==> config.mk <==
export PLATFORM = sky130hd
export DESIGN_NAME = mid_ctrl
export DESIGN_NICKNAME = d
export VERILOG_FILES = /design/src/rtl/mid_ctrl.sv
export SDC_FILE = /design/constraint.sdc
export NUM_CORES = 1
export LEC_CHECK = 0
export CAP_MARGIN = 20
export CORE_MARGIN = 4
export CORE_UTILIZATION = 29
export DETAILED_ROUTE_END_ITERATION = 8
export PLACE_DENSITY = 0.51
export SYNTH_ARGS = -nofsm -noshare
export SYNTH_HDL_FRONTEND = slang
export SYNTH_SLANG_ARGS = --single-unit
==> constraint.sdc <==
create_clock -name clk -period 3 [get_ports clk]
set_clock_uncertainty 0.2 [all_clocks]
set_input_delay 0.9 -clock clk [delete_from_list [all_inputs] [get_ports clk]]
set_output_delay 0.9 -clock clk [all_outputs]
set_load 0.1 [all_outputs]
==> src/rtl/mid_ctrl.sv <==
// mid_ctrl: fault-simulation campaign controller.
//   For every injected fault, applies PATS patterns from the pattern generator
//   to a faulty CUT and a fault-free CUT. It compares their outputs and counts
//   evaluated and detected faults, then steps the fault injection logic.
//
// Optional build macro: MID_CTRL_FAULT_DROP_EN
//   When defined, the first valid mismatch for a fault ends pattern
//   application for that fault early (fault dropping).
//
// Parameters:
//   IN_BITS  - pattern width
//   OUT_BITS - CUT output width
//   PATS     - patterns per fault (1..65535)
//   CNT_W    - width of fault_cnt / det_cnt (saturating)
//
// Ports:
//   clk, rst         - clock; synchronous active-low reset
//   start            - begins a campaign (sampled in IDLE and DONE)
//   TPG_IP / TPG_EN  - pattern generator data in / advance strobe out
//   TEST_IP          - registered pattern driven to both CUTs
//   CUT_OP / FF_OP   - faulty / fault-free CUT outputs
//   FIL_INC/FIL_END  - step to the next fault / last fault is injected
//   busy, done       - campaign running / campaign finished
//   fault_cnt        - number of faults evaluated
//   det_cnt          - number of faults detected
module mid_ctrl #(
  parameter int unsigned IN_BITS  = 1,
  parameter int unsigned OUT_BITS = 1,
  parameter int unsigned PATS     = 16,
  parameter int unsigned CNT_W    = 16
) (
  input  logic                clk,
  input  logic                rst,
  input  logic                start,
  input  logic [IN_BITS-1:0]  TPG_IP,
  output logic                TPG_EN,
  output logic [IN_BITS-1:0]  TEST_IP,
  input  logic [OUT_BITS-1:0] CUT_OP,
  input  logic [OUT_BITS-1:0] FF_OP,
  output logic                FIL_INC,
  input  logic                FIL_END,
  output logic                busy,
  output logic                done,
  output logic [CNT_W-1:0]    fault_cnt,
  output logic [CNT_W-1:0]    det_cnt
);

  typedef enum logic [2:0] {IDLE, APPLY, DRAIN, NEXT, DONE} state_t;

  localparam logic [15:0]      PAT_LAST = 16'(PATS - 1);
  localparam logic [CNT_W-1:0] CNT_MAX  = '1;

  state_t      state, state_nxt;
  logic [15:0] pat_cnt;
  logic        drain_cnt;
  logic        test_valid;  // TEST_IP was loaded for the current fault last edge
  logic        mismatch;    // registered compare result
  logic        mis_valid;   // mismatch belongs to a pattern of the current fault
  logic        det_flag;
  logic        cmp_hit;
  logic        launch;

  assign cmp_hit = |(CUT_OP ^ FF_OP);

  always_comb begin
    state_nxt = state;
    TPG_EN    = 1'b0;
    FIL_INC   = 1'b0;
    busy      = 1'b0;
    done      = 1'b0;
    launch    = 1'b0;
    case (state)
      IDLE, DONE: begin
        done = (state == DONE);
        if (start) begin
          launch    = 1'b1;
          state_nxt = APPLY;
        end
      end
      APPLY: begin
        TPG_EN = 1'b1;
        busy   = 1'b1;
        if (pat_cnt == PAT_LAST) state_nxt = DRAIN;
`ifdef MID_CTRL_FAULT_DROP_EN
        // Drop on the live compare so the generator stops right after the
        // detecting pattern; the register/flag path still records it in DRAIN.
        if (test_valid && cmp_hit) state_nxt = DRAIN;
`endif
      end
      DRAIN: begin
        busy = 1'b1;
        if (drain_cnt) state_nxt = NEXT;
      end
      NEXT: begin
        busy = 1'b1;
        if (FIL_END) begin
          state_nxt = DONE;
        end else begin
          FIL_INC   = 1'b1;
          state_nxt = APPLY;
        end
      end
      default: state_nxt = IDLE;
    endcase
  end

  always_ff @(posedge clk) begin
    if (!rst) begin
      state      <= IDLE;
      TEST_IP    <= '0;
      pat_cnt    <= '0;
      drain_cnt  <= 1'b0;
      test_valid <= 1'b0;
      mismatch   <= 1'b0;
      mis_valid  <= 1'b0;
      det_flag   <= 1'b0;
      fault_cnt  <= '0;
      det_cnt    <= '0;
    end else begin
      state      <= state_nxt;
      test_valid <= (state == APPLY);
      mismatch   <= cmp_hit;
      mis_valid  <= test_valid;
      drain_cnt  <= (state == DRAIN) ? ~drain_cnt : 1'b0;

      if (state == APPLY) begin
        TEST_IP <= TPG_IP;
        pat_cnt <= pat_cnt + 16'd1;
      end

      if (launch) begin
        pat_cnt   <= '0;
        det_flag  <= 1'b0;
        fault_cnt <= '0;
        det_cnt   <= '0;
      end else if (state == NEXT) begin
        // The pipeline is empty by NEXT, so the flag is final here.
        pat_cnt  <= '0;
        det_flag <= 1'b0;
        if (fault_cnt != CNT_MAX) fault_cnt <= fault_cnt + CNT_W'(1);
        if (det_flag && (det_cnt != CNT_MAX)) det_cnt <= det_cnt + CNT_W'(1);
      end else if (mismatch && mis_valid) begin
        det_flag <= 1'b1;
      end
    end
  end

endmodule

# Word level (Yosys, flattened, before mapping)
# Cells that the tools add are included.
# totals
mem_bits_ro	0
ram_bits	0
word_cells	49
memories	0
output_inout_bits	37
reg_bits	57
latchBits	0
# classes
n_mux	12
eq_ne	10
shift	0
n_mul	0
order_cmp	0
div_mod_pow	0
n_bitwise	3
n_reduce_logical	11
addsub	3
# ops
cell	n
$add 16x1->16 const B	3
$ne 16x16->1 const B	2
$eq 16x4->1 const B	1
$mux 3	4
$pmux 3 s4	1
$mux 1	7
$eq 3x2->1 const B	2
$ne 2x2->1 const B	3
$reduce_and 2->1	3
$reduce_or 3->1	2
$reduce_or 2->1	2
$eq 3x1->1 const B	1
$eq 3x3->1 const B	1
$logic_not 3->1	1
$reduce_and 3->1	1
$logic_and 1x1->1	2
$not 1->1	2
$xor 1x1->1	1

# Logic depth before layout (Yosys ltp)
# Gate-level depths: netlist of run 1.
# logic_depth
ltp_word	4
depth_mapped	6
ltp_nobuf	5

# Least setup slack after synthesis of run 1
# Ideal clock, no wire load.
# synth_timing
path_kind	reg-to-output
from	register state[0]
to	output TPG_EN
setup_slack_ps	-1140
n_path_buf	1
stages_incl_launch_ff	3
t_arrival_ps	3040
cell_sequence	dfxtp_1 -> clkbuf_1 -> nor3b_1
# synth_via
elab_chain_cells	2
# synth_lines
item	line_no	rtl
start, declared	53	state_t state, state_nxt;
start signal, assigned	120	state <= state_nxt;
$eq 3x1->1	72	case (state)
$mux 1	72	
end, declared	36	output logic TPG_EN,
# No other way between the ends.

# Worst setup path in the final report of run 1
# layout_timing
from	input FIL_END
to	output FIL_INC
# layout_via
elab_chain_cells	2
# layout_lines
item	line_no	rtl
start, declared	41	input logic FIL_END,
$mux 1	96	if (FIL_END) begin
$mux 1	72	
end, declared	40	output logic FIL_INC,
# No other way between the ends.

==> results of run 1 <==
state kept, by name, summed over array words and instances (netlist names):
name,count
det_cnt,16
pat_cnt,16
fault_cnt,16
mis_valid,1
mismatch,1
test_valid,1
det_flag,1
TEST_IP,1
drain_cnt,1
state,3
layout by cell type (no fill, tap or decap), types with 2 or more instances in the layout:
master	instances
a21oi_1	38
and2_1	7
and3_1	3
and4_1	6
and4b_1	3
buf_12	5
buf_4	39
bufinv_16	2
clkbuf_8	12
clkdlybuf4s50_1	6
dfxtp_1	57
ha_1	3
inv_1	7
mux2i_1	3
nand2_1	24
nand2b_1	4
nand3_1	17
nand4_1	13
nand4bb_1	2
nor2_1	17
nor2_2	2
nor3_1	10
nor4_1	7
o21a_1	3
o21ai_0	21
o31ai_1	16
or2_2	3
or3_1	11
or4_1	20
xnor2_1	5
xor2_1	3
per-layer routing:
metal	up-vias	share of wire, %	GRT usage [%]
met2	47	45	20.2
li1	1379	-	-
met4	0	1.0	3.61
met5	-	0	0
met3	8	4.5	4.13
met1	1219	50	16.9
worst max-delay path, cell delays in order:
cell and delay (ns):
clkdlybuf4s50_1 0.48, nor2_2 0.23, buf_12 0.20
Yosys cell counts (2+ instances only):
master / instances / area, µm²
a21oi_1: 38 / 190
and2_1: 7 / 43.8
and3_1: 3 / 18.8
and4_1: 6 / 52.6
and4b_1: 3 / 30.0
buf_1: 3 / 11.3
buf_2: 2 / 10.0
clkbuf_1: 10 / 37.5
dfxtp_1: 57 / 1140
ha_1: 3 / 37.5
inv_1: 7 / 26.3
mux2i_1: 3 / 30.0
nand2_1: 24 / 90.1
nand2b_1: 4 / 25.0
nand3_1: 17 / 85.1
nand4_1: 13 / 81.3
nand4bb_1: 2 / 22.5
nor2_1: 19 / 71.3
nor3_1: 10 / 50.1
nor3b_1: 2 / 15.0
nor4_1: 7 / 43.8
o21a_1: 3 / 22.5
o21ai_0: 21 / 105
o31ai_1: 16 / 120
or2_2: 3 / 18.8
or3_1: 11 / 68.8
or4_1: 20 / 150
xnor2_1: 5 / 43.8
xor2_1: 3 / 26.3
area by class of cell:
cell class	count	area [µm²]	area share (%)
Multi-Input combinational cell	258	1580	43.9
Timing Repair Buffer	50	453	12.6
Inverter	7	26.3	0.729
Clock inverter	4	73.8	2.05
Sequential cell	57	1140	31.7
Tap cell	129	161	4.48
Clock buffer	12	165	4.58
where the power goes:
part	switching [mW]	internal [mW]	leakage, nW
registers	0.00296	0.762	0.460
logic	0.0561	0.0317	0.627
clock network	0.319	0.536	0.123
total	0.378	1.33	1.21
worst paths after layout:
check / start / endpoint
hold reg to reg: drain_cnt / drain_cnt
setup reg to reg: state[1] / fault_cnt[13]
setup / recovery: FIL_END / FIL_INC
hold / removal: drain_cnt / drain_cnt
through the flow:
step / TNS, ns / hold WS, ns / utilization, %
after floorplan: -0.0564 / 0.194 / -
after global placement: 0 / 0.207 / 36.1
after detailed placement: 0 / 0.219 / 36.1
after CTS: 0 / 0.230 / 38.6
after global routing: 0 / 0.239 / 38.6
final: 0 / 0.226 / 38.6
cell families after synthesis:
logic type / synth area share, %
compound gates: 18.6
xor+xnor: 2.50
fa+ha+maj: 1.34
buf+inv: 3.04
flops: 40.8
mux: 1.07
simple gates: 32.7
==> summary.md, run 1 <==
| Metric | Value |
|---|---|
| Max-slew violations | 0 |
| Place WS | 0.0861 ns |
| Syn_nets | around 350 |
| CP Capture Type | output port |
| DP HPWL | 4890 µm |
| Leak pwr | 1.21 nW |
| Max-cap violations | 0 |
| Hold Vio Cnt, Final | 0 |
| Worst slew pin tran | 0.819 ns |
| Final period utilization | 97.2% |
| Gr ovfl total | 0 |
| Post-Syn Area | between 2000 and 3000 µm² |
| Number of CTS-inserted buffers | 9 |
| Die X | 106 µm |
| Total number of vias | 2,653 |
| Status | finished, final reports clean |
| Syn_area_per_cell | 8.31 µm² |
| Drt drc | 0 |
| CP max FO | 3 |
| Placement Cell Area | 3370 µm² |
| Final worst slack | a little over 0.08 ns |
| Antenna violations before repair | 0 |
| Synth Instances | 337 |
| Sequential fraction of the synthesis area | around 41% |
| Drt first pass iters | 4 |
| Inst Count DP | 501 |
| Root buffer cell | clkbuf_8 |
| RD Place Congestion | about 0.75 |
| Die ar. | ~11,000 µm² |
| CTS Hold Buffers Added | 0 |
| Hold crit path type | register to register |
| R2R Setup Slk | 0.57 ns |
| Final Total Pwr | 1.71 mW |
| Worst-Skew Late Latency | around 0.34 ns |
| Cell variety after synth | 44 |
| Via-per-instance ratio | 5.13 |
| Starting Density | between 30% and 40% |
| Vias in the first global route | 2,427 |
| Upper clock frequency limit | around 340 MHz |
| 1st-iter DRT viols | 77 |
| Required time of the critical path | between 1.5 and 2 ns |
| Ys flop type | dfxtp_1 |
| DRT Wirelength | 7020 µm |
| Synth warnings | 0 |
| Share of cells above drive strength 1 | 17.8% |
| Clock sinks | 57 |
| Final setup violation count | 0 |
| Power density cells | 474 nW/µm² |
| Final ANT Viol Nets | 0 |
| Crit path launch type | primary input |
| FF+latch count, synth | 57 |
| PostCTS Resize Cnt | 0 |
| First-pass GRT wire length | ~12,000 µm |
| RSZ-0062 raised after global routing | no |
| Detailed-route wire length per cell | 13.6 µm |
| Fill cells | 965 |
| Worst EP arrival | 1.82 ns |
| Largest net degree at the start of global routing | 28 |
| Die height | 106 µm |
| Boundary pin count | 44 |
| ANT cells | 0 |
| Critical path class | primary input to output port |
| CTS max path bufs | 2 |
| Async SR Flop Fraction | 0% |
| Crit path time final | 2.92 ns |
| Final nets | 393 |
| PortBufs | 43 |
| Worst-path clk slew | about 0.07 ns |
| Worst r2r path cells | 4 |
| Core ar. | 9330 µm² |
| Final instance area | 3600 µm² |
| Post-CTS setup repair buffer count | 0 |
| Slew HR | 45.0% |
| Htree depth | 3 |
| Fin cells | 517 |
| Post-synth EDFFs | 0 |
| Rows | 35 |
| Total track usage | 12.8% |
| CTS tree | built |
| Peak supply drop | roughly 0.19 mV |
| Synth-to-layout area growth | 28.7% |
| Hold depth | 1 |
No activity file was read; power rests on OpenSTA's default activity.
==> inputs of run 2 (changes only) <==
- CAP_MARGIN: 20 -> not set
==> results of run 2 <==
Final layout, timing and power as in run 1 (identical DEF).
